===== src/rtl/bit_population_counter_pipe.sv =====
// bit_population_counter_pipe: pipelined popcount with leaf counters, registered adder tree and global stall
module bit_population_counter_pipe #(
    parameter int WIDTH  = 16,
    parameter int LEAF_W = 4
) (
    input  logic                   clk_i,
    input  logic                   arst_n_i,
    input  logic [WIDTH-1:0]       data_i,
    input  logic                   mode_i,
    input  logic                   data_val_i,
    output logic                   data_ready_o,
    output logic [$clog2(WIDTH):0] data_o,
    output logic                   data_val_o,
    input  logic                   data_ready_i
);
    localparam int NLEAF = (WIDTH + LEAF_W - 1) / LEAF_W;
    localparam int LVL   = $clog2(NLEAF);
    localparam int OW    = $clog2(WIDTH) + 1;
    localparam int CW    = $clog2(LEAF_W) + 1 + LVL;

    logic [NLEAF*LEAF_W-1:0] w_pad;
    logic [CW-1:0]           w_leaf [NLEAF];
    logic [CW-1:0]           r_sum  [LVL+1][2*NLEAF];
    logic [LVL:0]            r_val;
    logic                    w_en;

    assign w_en         = data_ready_i | ~r_val[LVL];
    assign data_ready_o = w_en;
    assign data_val_o   = r_val[LVL];
    assign data_o       = OW'(r_sum[LVL][0]);

    // invert only the real bits in count-zeros mode; pad bits of the last leaf stay zero
    always_comb begin
        w_pad = '0;
        w_pad[WIDTH-1:0] = data_i ^ {WIDTH{mode_i}};
        for (int i = 0; i < NLEAF; i++) begin
            w_leaf[i] = '0;
            for (int j = 0; j < LEAF_W; j++) w_leaf[i] = w_leaf[i] + CW'(w_pad[i*LEAF_W+j]);
        end
    end

    // every stage advances under one enable; entries beyond a level's width stay zero, so an odd element passes through as x+0
    always_ff @(posedge clk_i or negedge arst_n_i) begin
        if (!arst_n_i) begin
            r_val <= '0;
            for (int l = 0; l <= LVL; l++)
                for (int i = 0; i < 2*NLEAF; i++) r_sum[l][i] <= '0;
        end else if (w_en) begin
            r_val[0] <= data_val_i;
            for (int i = 0; i < NLEAF; i++) r_sum[0][i] <= w_leaf[i];
            for (int l = 1; l <= LVL; l++) begin
                r_val[l] <= r_val[l-1];
                for (int i = 0; i < NLEAF; i++) r_sum[l][i] <= r_sum[l-1][2*i] + r_sum[l-1][2*i+1];
            end
        end
    end
endmodule


===== config.mk =====
export PLATFORM = sky130hd
export DESIGN_NAME = bit_population_counter_pipe
export DESIGN_NICKNAME = d
export VERILOG_FILES = /design/src/rtl/bit_population_counter_pipe.sv
export SDC_FILE = /design/constraint.sdc
export NUM_CORES = 1
export LEC_CHECK = 0
export ABC_AREA = 1
export BUFFER_PORTS_ARGS = -buffer_cell sky130_fd_sc_hd__buf_2
export CAP_MARGIN = 25
export CORE_MARGIN = 4
export CORE_UTILIZATION = 56
export DETAILED_ROUTE_END_ITERATION = 12
export PLACE_DENSITY = 0.85
export SYNTH_ARGS = -nofsm -noshare
export SYNTH_HDL_FRONTEND = slang
export SYNTH_SLANG_ARGS = --single-unit

===== constraint.sdc =====
create_clock -name clk_i -period 2.1 [get_ports clk_i]
set_clock_uncertainty 0.2 [all_clocks]
set_input_delay 0.315 -clock clk_i [delete_from_list [all_inputs] [get_ports clk_i]]
set_output_delay 0.315 -clock clk_i [all_outputs]
set_load 0.02 [all_outputs]

==> Word-level counts from Yosys, hierarchy flattened <==
Cells that the tools add are included.
{ "totals": {"register_bits": 38, "latch_bits": 0, "ramBits": 0, "rom_bits": 0, "in_bits": 21, "out_inout_bits": 7, "elab_cells": 26, "mem_count": 0} }
{ "op_classes": {"add_sub_neg": 15, "multipliers": 0, "div": 0, "n_lt_le_gt_ge": 0, "n_eq_ne": 0, "n_shift": 0, "n_mux": 0, "bitwise_logic": 3, "n_reduce_logical": 0} }
{ "ops": {"columns": ["op", "n"], "rows": [
  ["$add 3x1->4", 4],
  ["$xor 16x16->16", 1],
  ["$add 5x5->5", 3],
  ["$add 2x1->3", 4],
  ["$add 1x1->2", 4],
  ["$not 1->1", 1],
  ["$or 1x1->1", 1]
]} }

==> Depth between registers and ports, before layout <==
{ "depth": {"word_depth": 4, "mapped_depth": 9, "ltp_nobuf": 7} }

==> Least setup slack after synthesis <==
Ideal clock, no wire load.
{ "synth_path": {"path_kind": "input-to-reg", "from": "in mode_i", "to": "reg, netlist name r_sum[106]", "setup_ns": 0.122, "arrival_ns": 1.864, "required_ns": 1.778, "path_slack_ns": -0.086, "cell_stages": 9, "path_buffers": 2, "path_cell_list": "buf_4 > buf_6 > xnor2_1 > fa_1 > inv_1 > ha_1 > ha_1 > nand2_1 > o21ai_1"} }
{ "synth_rtl": {"columns": ["item", "line_no", "text"], "rows": [
  ["start, declared", "9", "input logic mode_i,"]
]} }

==> results.toml <==
[die]
pin_count = 28
start_util = 0.607
core-area_um2 = 2850
die-area_um2 = 4050
fp.dieW_um = 63.6
row_count = 19
die_height_um = 63.6

[synth]
syn_area_um2 = 1730
synth_fa_ha_area_frac = 0.211
synth_top_family_by_area = "adder cells"
avgSynthCellArea_um2 = 9.41
yosys_warnings = 40
ys_ff_latch = 28
syn_nets = 230
synth-compound-area-share = 0.0390
synth-simple-area-share = 0.177
netlist-cell-type-count = 19
ys_seq_area_frac = 0.405
synthMuxAreaShare = 0
synth_xor_area_frac = 0.0910
syn_inst = 184

[routing]
drt.antenna.violating_nets = 0
drc = 0
wl_mm = 2.81
viasPerCell = 5.00
routedWlPerCell_um = 11.7
firstDrtPassIters = 4
via_count = 1196
drt_iter0_markers = 62

[sta]
fin_crit_ns = 1.96
setup_ws_ns = 0.142
max_slew_margin = 0.599
setup_viol = 0
fmax_ghz = 0.511
rsz0062_at_grt = "false"
drv_slew = 0
worst_pin_slew_ns = 0.601
finalHoldViolCount = 0
period_share = 0.933

[cts]
cts.reportedPaths.clkPinSlew_ns = 0.13
clockBufferDepth = 2
cts_tree = "built"
cts_buffers = 3
clk_latency_ns = 0.32
cts_root_buf = "clkbuf_4"
h-tree-depth = 1
numClockSinks = 28

[worst_setup_path]
crit_type = "input pin to flip-flop"
ff2ff_setup_slack_ns = 0.43
cp_max_fo = 15
worstPathRequired_ns = 2.12
rr_startpoint = "r_sum[70]$_DFFE_PN0P_"
crit_start = "mode_i"
startpoint_type = "input pin"
crit_arrival_ns = 1.98
critPathCaptureType = "flip-flop"

[min_path]
hold_path_class = "input pin to flip-flop"
min_from = "data_val_i"

[pwr]
p_leak_nw = 1.05
total_power_w = 0.00217
ir_drop_mv = 0.386
power-per-cell-area_nw_per_um2 = 1120

[final_layout]
syn2layout_area_growth_pct = 11.6
fin_util = 0.677
n_fill_cell = 253
drive_gt1_frac = 0.197
num_antenna_cells = 0
final_nets = 255

[global_routing]
grt_max_degree = 31
track_usage = 0.151
antenna_found_initial = 0
overflow = 0
grt_pass1_wl_mm = 4.87
grt_pass1_vias = 1220
top_usage_layer = "met2"
met2_usage = 0.270
use_met1 = 0.172
grtUsageMet3 = 0.0302

[placed_design]
gp_congestion = 0.846
hpwl_mm = 2.20
io_buffers = 27
preCtsSetupSlack_ns = -0.240

[run_status]
status = "finished, final reports clean"

[run]
maxCapViolations = 0
==> stage by stage <==
step / cell area, um^2 / instances / TNS [ns] / hold slack (ns)
floorplan: 1800 / 184 / -0.0241 / -0.181
global placement: 1890 / 234 / -1.02 / 0.155
detailed placement: 1890 / 234 / -1.58 / 0.155
CTS: 1930 / 239 / 0 / 0.0131
global route: 1930 / 239 / 0 / 0.0315
finish: 1930 / 239 / 0 / 0.0227
==> cells in the mapped netlist <==
cell	n	share of area
buf_6	2	0.013
nand2_1	66	0.14
nor2_4	1	0.0065
ha_1	18	0.13
xnor2_1	4	0.020
o21ai_0	7	0.020
buf_2	2	0.0058
nor2_1	3	0.0065
dfrtp_1	28	0.40
nand3_1	6	0.017
inv_2	1	0.0022
or2_1	1	0.0036
inv_1	10	0.022
buf_4	8	0.035
xor2_1	14	0.071
o31ai_1	1	0.0043
fa_1	7	0.081
o21ai_1	1	0.0029
a21oi_1	4	0.012
==> cells in the final DEF, fill, tap and decap left out <==
cell type,count
a21oi_1,4
buf_2,27
buf_4,4
clkbuf_4,3
clkbuf_8,1
dfrtp_1,28
dlygate4sd3_1,1
fa_1,7
ha_1,16
ha_2,2
inv_1,10
inv_2,1
nand2_1,66
nand3_1,6
nor2_1,3
nor2_4,1
o21ai_0,7
o21ai_1,1
o31ai_1,1
or2_1,1
xnor2_1,2
xnor2_4,2
xor2_1,14
==> logic make-up (layout without fill, tap and decap cells) <==
| family | Yosys count | count (layout) |
|---|---|---|
| flip-flops | 28 | 28 |
| adder cells (fa/ha/maj) | 25 | 25 |
| AND/OR/NAND/NOR | 77 | 77 |
| buffers and inverters | 23 | 47 |
| AO/OA/AOI/OAI | 13 | 13 |
| XOR/XNOR | 18 | 18 |
==> power by group <==
part,switching (W),leakage [nW],total [W],internal [W]
Sequential,0.000138,0.347,0.000897,0.000759
Clock,0.000149,0.0210,0.000255,0.000106
Combinational,0.000590,0.686,0.00101,0.000424
==> final timing paths <==
kind	to	cells past startpoint
max reg2reg	data_o[2]$_DFFE_PN0P_	5
max in group asynchronous	r_sum[71]$_DFFE_PN0P_	2
min	r_val[0]$_DFFE_PN0P_	3
max	r_sum[101]$_DFFE_PN0P_	7
min reg2reg	data_o[1]$_DFFE_PN0P_	2
min in group asynchronous	r_sum[75]$_DFFE_PN0P_	2
==> sequential cells by signal, indices dropped and copies added, names as in the netlist <==
signal,flops
r_sum,20
r_val,3
data_o,5
==> layer usage <==
metal	up-vias	wire length, um
met1	537	1210
met2	35	1390
met5	-	0
met3	6	157
met4	0	51
li1	618	-
==> what timing repair did <==
item,4_1_cts,5_1_grt
hold endpoints to repair,28,0
resized for setup,0,0
buffers inserted,0,0
hold buffers,1,0
==> critical path, stage by stage <==
cell     delay, ns
buf_2         0.38
xor2_1        0.25
fa_1          0.45
ha_2          0.19
ha_1          0.26
nand2_1       0.06
o21ai_0       0.06
==> cell type report <==
| type | count | area (um^2) | area share |
|---|---|---|---|
| flip-flops and latches | 28 | 701 | 0.363 |
| multi-input cells | 133 | 940 | 0.486 |
| clock buffers | 4 | 36.3 | 0.0188 |
| well taps | 31 | 38.8 | 0.0201 |
| inverters | 11 | 41.3 | 0.0214 |
| repair buffers | 32 | 175 | 0.0907 |
(Power assumes the default switching activity.)
